==> config.mk <==
export PLATFORM = sky130hd
export DESIGN_NAME = spi_byte_engine
export DESIGN_NICKNAME = d
export VERILOG_FILES = /design/src/rtl/gigatron_spi_pkg.sv /design/src/rtl/spi_half_timer.sv /design/src/rtl/spi_byte_engine.sv
export SDC_FILE = /design/constraint.sdc
export NUM_CORES = 1
export LEC_CHECK = 0
export ABC_AREA = 1
export BUFFER_PORTS_ARGS = -buffer_cell sky130_fd_sc_hd__clkbuf_2
export CORE_ASPECT_RATIO = 0.8
export CORE_MARGIN = 3
export CORE_UTILIZATION = 51
export DETAILED_ROUTE_END_ITERATION = 7
export GPL_TIMING_DRIVEN = 0
export MAX_ROUTING_LAYER = met4
export PLACE_DENSITY = 0.73
export SLEW_MARGIN = 0
export SYNTH_ARGS = -nofsm -noshare
export SYNTH_HDL_FRONTEND = slang
export SYNTH_HIERARCHICAL = 1
export SYNTH_SLANG_ARGS = --single-unit
==> constraint.sdc <==
create_clock -name CLK -period 3.58 [get_ports CLK]
set_clock_uncertainty 0.15 [all_clocks]
set_input_delay 0.179 -clock CLK [delete_from_list [all_inputs] [get_ports CLK]]
set_output_delay 0.179 -clock CLK [all_outputs]
set_load 0.05 [all_outputs]
==> src/rtl/gigatron_spi_pkg.sv <==
// Shared types and constants for the Gigatron expansion SPI byte engine.
package gigatron_spi_pkg;

  typedef enum logic [1:0] {
    IDLE = 2'd0,
    LOW  = 2'd1,
    HIGH = 2'd2
  } spi_state_t;

  // Extended ctrl device code that the decoder maps to this engine.
  localparam logic [3:0] SPI_DEV   = 4'hE;
  localparam logic [7:0] RXD_RESET = 8'hFF;

endpackage

==> src/rtl/spi_half_timer.sv <==
// Loadable down-counter for one SCK half-period; tc is high while the count is zero.
module spi_half_timer #(
  parameter int W = 4
) (
  input  logic         CLK,
  input  logic         nRESET,
  input  logic         load,
  input  logic [W-1:0] load_val,
  output logic         tc
);

  logic [W-1:0] count;

  // Reload on request, otherwise count down and park at zero.
  always_ff @(posedge CLK or negedge nRESET) begin
    if (!nRESET) begin
      count <= '0;
    end else if (load) begin
      count <= load_val;
    end else if (count != '0) begin
      count <= count - 1'b1;
    end
  end

  assign tc = (count == '0);

endmodule

==> src/rtl/spi_byte_engine.sv <==
// Mode 0, MSB-first SPI byte shifter driven by START pulses from the ctrl decoder.
//
//  state | meaning
//  IDLE  | waiting for START, SCK low, MOSI holds last bit
//  LOW   | SCK low half-period; MOSI already presents the current bit
//  HIGH  | SCK high half-period; MISO was captured on entry
module spi_byte_engine
  import gigatron_spi_pkg::*;
#(
  parameter int DIV_W = 4,
  parameter int NBITS = 8
) (
  input  logic             CLK,
  input  logic             nRESET,
  input  logic             START,
  input  logic [NBITS-1:0] TXD,
  input  logic [DIV_W-1:0] DIV,
  input  logic             MISO,
  output logic             SCK,
  output logic             MOSI,
  output logic [NBITS-1:0] RXD,
  output logic             BUSY,
  output logic             DONE,
  output logic             OVR,
  input  logic             CLR_OVR
);

  localparam int CNT_W = (NBITS > 2) ? $clog2(NBITS) : 1;

  spi_state_t       state;
  logic [NBITS-2:0] tx_sr;     // bits still to be presented after the current one
  logic [NBITS-1:0] rx_sr;
  logic [CNT_W-1:0] bit_cnt;
  logic [DIV_W-1:0] div_q;

  logic             tmr_load;
  logic [DIV_W-1:0] tmr_val;
  logic             tmr_tc;

  // In IDLE the timer is primed from the live DIV so the first half-period is
  // already counting on the accept edge; afterwards every phase entry reloads div_q.
  assign tmr_load = (state == IDLE) ? START : tmr_tc;
  assign tmr_val  = (state == IDLE) ? DIV   : div_q;

  spi_half_timer #(.W(DIV_W)) u_half_timer (
    .CLK      (CLK),
    .nRESET   (nRESET),
    .load     (tmr_load),
    .load_val (tmr_val),
    .tc       (tmr_tc)
  );

  // Transfer sequencer: SCK phases, shift registers, status flags.
  always_ff @(posedge CLK or negedge nRESET) begin
    if (!nRESET) begin
      state   <= IDLE;
      SCK     <= 1'b0;
      MOSI    <= 1'b1;
      RXD     <= NBITS'(RXD_RESET);
      BUSY    <= 1'b0;
      DONE    <= 1'b0;
      OVR     <= 1'b0;
      tx_sr   <= '0;
      rx_sr   <= '0;
      bit_cnt <= '0;
      div_q   <= '0;
    end else begin
      DONE <= 1'b0;

      // CLR_OVR wins over an overrun in the same cycle.
      if (CLR_OVR) begin
        OVR <= 1'b0;
      end else if (START && BUSY) begin
        OVR <= 1'b1;
      end

      case (state)
        IDLE: begin
          if (START) begin
            MOSI    <= TXD[NBITS-1];
            tx_sr   <= TXD[NBITS-2:0];
            bit_cnt <= CNT_W'(NBITS - 1);
            div_q   <= DIV;
            BUSY    <= 1'b1;
            state   <= LOW;
          end
        end

        LOW: begin
          if (tmr_tc) begin
            SCK   <= 1'b1;
            rx_sr <= {rx_sr[NBITS-2:0], MISO};
            state <= HIGH;
          end
        end

        HIGH: begin
          if (tmr_tc) begin
            SCK <= 1'b0;
            if (bit_cnt == '0) begin
              RXD   <= rx_sr;
              DONE  <= 1'b1;
              BUSY  <= 1'b0;
              state <= IDLE;
            end else begin
              MOSI    <= tx_sr[NBITS-2];
              tx_sr   <= tx_sr << 1;
              bit_cnt <= bit_cnt - 1'b1;
              state   <= LOW;
            end
          end
        end

        default: state <= IDLE;
      endcase
    end
  end

endmodule

==> results by group <==
Status
  • Status: completed

Power
  • Total power: 1.88 mW
  • Share of total power in the clock network: 19.7%
  • Internal power of the cells: 1.12 mW
  • Switching Fraction: 40.6%
  • Worst vdd ir: 0.336 mV
  • Total leakage power: 1.24 nW
  • Combinational share of power: 39.5%
  • Net load switching power: 0.764 mW
  • Fraction of power consumed by sequential logic: 40.8%
  • Pwr dens: 813 nW/um^2

Synthesis
  • Fraction of registers with async set or reset after synthesis: 100%
  • Commonest cells in the netlist: 90 x sky130_fd_sc_hd__nand2_1, 32 x sky130_fd_sc_hd__dfrtp_1, 30 x sky130_fd_sc_hd__inv_1
  • Dominant cells by area after synthesis: sky130_fd_sc_hd__dfrtp_1 41%, sky130_fd_sc_hd__nand2_1 17%, sky130_fd_sc_hd__dfstp_2 12%, sky130_fd_sc_hd__o21ai_0 6.4%, sky130_fd_sc_hd__inv_1 5.8%
  • Post-synth top area cell: sky130_fd_sc_hd__dfrtp_1
  • Mux contribution to synthesized area: 0%
  • Arithmetic-cell share of the synthesized area counting full adders, half adders and majority gates: 1.92%
  • Xor and xnor fraction of the mapped netlist area: 0.448%
  • Post-synthesis register bit count: 41
  • Cell with the most instances after synthesis: sky130_fd_sc_hd__nand2_1
  • Combinational family with the most area after synthesis: simple AND/OR/NAND/NOR gates
  • Synthesized area per cell: 8.18 sq um
  • Synth Area in Compound Gates: 8.64%
  • Synth Instances: 239
  • Mapped Nets: 259
  • Synthesis warning total: 6
  • Number of flops mapped to enable cells by yosys: 0
  • Sequential share of the synthesized area: 53.0%
  • Number of unique standard cell types used by synthesis: 22
  • Most common flop cell mapped by yosys: sky130_fd_sc_hd__dfrtp_1
  • Share of synthesized cell area in and, or, nand and nor gates: 26.9%
  • Post-synthesis instance area: 1960 sq um
  • Portion of synthesized cell area occupied by the leading cell type: 40.9%

Layout
  • Area used by sequential logic in the layout: 1040 sq um
  • Multi-input gate area in the final layout: 742 sq um
  • Ratio of cells with drive above 1 in the final layout: 22.8%
  • Fill cell instance count of the final layout: 313
  • Area growth, synth to finish: 18.4%
  • Diode insertion count for antenna repair: 0
  • Number of nets in the final layout: 300

Global route
  • Global route overflow: 0
  • Wire length of the first global-routing pass: 6.18 mm
  • Vias in the first global route: 1,416
  • Global routing usage summed across all routing layers: 18.8%
  • Pin count of the biggest net entering global routing: 42
  • Number of antenna violations at the first check in global routing: 0

Placement
  • Placed wire-length estimate: 2.51 mm
  • Count of port buffers added during placement: 29
  • Placer Congestion: 0.818

Min path
  • Min-Delay Path Class: in2reg
  • Number of instances on the worst hold path: 3

Route
  • Antenna violation net count after detailed routing: 0
  • Via Count: 1,575
  • First DRT Iteration DRCs: 67
  • DR pass1 iterations: 4
  • Avg Vias per Cell: 4.88
  • Overall routed net length: 3.64 mm
  • Average wire per cell in the routed design: 11.3 um
  • # DRC: 0

Setup path
  • Worst path cell trace: inv_1 -> ha_1 -> nand2_1 -> inv_1 -> inv_1 -> o21ai_0 -> inv_1 -> nand2_1 -> inv_1 -> nand2_1 -> nand2_1
  • Category of cells accounting for the largest share of critical-path delay: compound AO/OA/AOI/OAI gates
  • Biggest fanout along the worst timing path: 7
  • Crit path DAT: 2.27 ns
  • Cell repeated most along the worst path: sky130_fd_sc_hd__inv_1
  • Count of buffer and inverter cells on the critical path: 5
  • CP Data Required Time: 3.62 ns
  • Startpoint Class: flop
  • Worst setup path category: reg2reg
  • Worst-case register-to-register setup slack: 1.35 ns
  • Slowest-stage cell, CP: sky130_fd_sc_hd__o21ai_0
  • Critical Path Stages: 11
  • Critical Path End Type: flop
  • Largest stage delay on the critical path: 0.53 ns
  • Depth of the worst register-to-register path: 11

Clocking
  • Root buf cell: sky130_fd_sc_hd__clkbuf_8
  • CTS tree: yes
  • CTS H-tree lvls: 2
  • Max Root-Sink Buffers: 2
  • Number of buffers created by CTS: 5
  • Clock insertion delay at the later pin of the skew report: 0.29 ns
  • Clk slew on worst S/H paths: 0.08 ns
  • Clk sink count: 41

STA
  • Clock period minus final worst setup slack: 2.23 ns
  • Aggregate negative setup slack: 0 ns
  • Final clock period utilization by the worst path: 62.4%
  • Worst hold margin: 0.00728 ns
  • Worst slew pin tran: 1.00 ns
  • Slew HR: 33.1%
  • Highest Clock Rate: 0.447 GHz
  • # setup viols final: 0
  • Final hold violation count: 0
  • RSZ-0062 raised after global routing: no
  • Number of max-slew violations in the final report: 0

Job
  • Number of max-cap violations: 0

Floorplanning
  • Starting density of the core: 54.8%
  • Total core area: 3570 sq um
  • I/O pin cnt: 30
  • Height of the die: 61.4 um
  • Die outline area: 4620 sq um
  • Die Span X: 75.2 um
  • Core Rows: 19
-- worst min-delay path, stage by stage --
cell and delay (ns):
sky130_fd_sc_hd__clkbuf_2 0.08, sky130_fd_sc_hd__inv_1 0.06, sky130_fd_sc_hd__o21ai_0 0.09
-- layout make-up --
class / count / area share (%)
repair buffers: 34 / 8.43
clock inverters: 2 / 1.68
well taps: 42 / 2.27
plain buffers: 6 / 2.22
multi-input cells: 159 / 32.1
inverters: 33 / 5.41
flip-flops and latches: 41 / 44.8
clock buffers: 6 / 3.14
-- registers in the layout, indices dropped and copies added (netlist names) --
name / count
MOSI: 1
RXD: 8
rx_sr: 8
bit_cnt: 3
state: 2
div_q: 4
BUSY: 1
tx_sr: 7
u_half_timer/count: 4
DONE: 1
SCK: 1
OVR: 1
-- power groups by stage --
stage / clock network (mW) / registers (mW) / logic, mW
after floorplan: 0 / 0.827 / 0.519
final: 0.371 / 0.768 / 0.743
after global placement: 0 / 0.771 / 0.725
after CTS: 0.383 / 0.766 / 0.751
after detailed placement: 0 / 0.771 / 0.746
after global routing: 0.402 / 0.790 / 0.871
-- kinds of logic (layout without fill, tap and decap cells) --
logic type,Yosys count,count (layout)
buffers and inverters,39,81
and+or+nand+nor,122,122
AOI/OAI and AO/OA,33,33
adders and majority gates,3,3
xor gates and xnor gates,1,1
DFF,41,41
-- metal layers --
| metal | track usage (%) | routed length [um] | vias up |
|---|---|---|---|
| met5 | - | 0 | - |
| met4 | 8.98 | 74 | 0 |
| met3 | 4.57 | 144 | 6 |
| met2 | 26.1 | 1520 | 29 |
| met1 | 25.8 | 1890 | 719 |
| li1 | - | - | 821 |
-- placed cells by master, fill, tap and decap left out, drive strengths merged --
master       Yosys  layout
a21oi            7       7
dlygate4sd3      0       5
nand3           17      17
dfstp            9       9
bufinv           0       1
clkbuf           0      35
xnor2            1       1
clkinv           1       2
nand2           93      93
nor2            11      11
dfrtp           32      32
inv             32      32
buf              6       6
o21ai           26      26
nor3             1       1
ha               3       3
-- timing repair --
item,in CTS,in global routing
hold buffers,5,0
buffers inserted,0,0
hold endpoints to repair,36,0
resized for setup,0,0
endpoints found under the setup margin,0,0
-- metrics by stage --
step	utilization, %	std cells	instance area, sq um	worst slack (ns)
3_3_place_gp	60.4	310	2150	1.40
4_1_cts	64.9	323	2310	1.34
6_report	64.9	323	2310	1.35
2_1_floorplan	-	239	1960	1.65
3_5_place_dp	60.4	310	2150	1.36
5_1_grt	64.9	323	2310	0.983
-- final timing paths --
check                                             end                   from
max in group asynchronous                    rx_sr[4]                 nRESET
worst max register to register  u_half_timer/count[3]  u_half_timer/count[0]
min in group asynchronous       u_half_timer/count[0]                 nRESET
worst max-delay path            u_half_timer/count[3]  u_half_timer/count[0]
worst min register to register                   MOSI                   MOSI
worst min-delay path                         div_q[1]                 DIV[1]
Power figures use the tool's default switching activity.
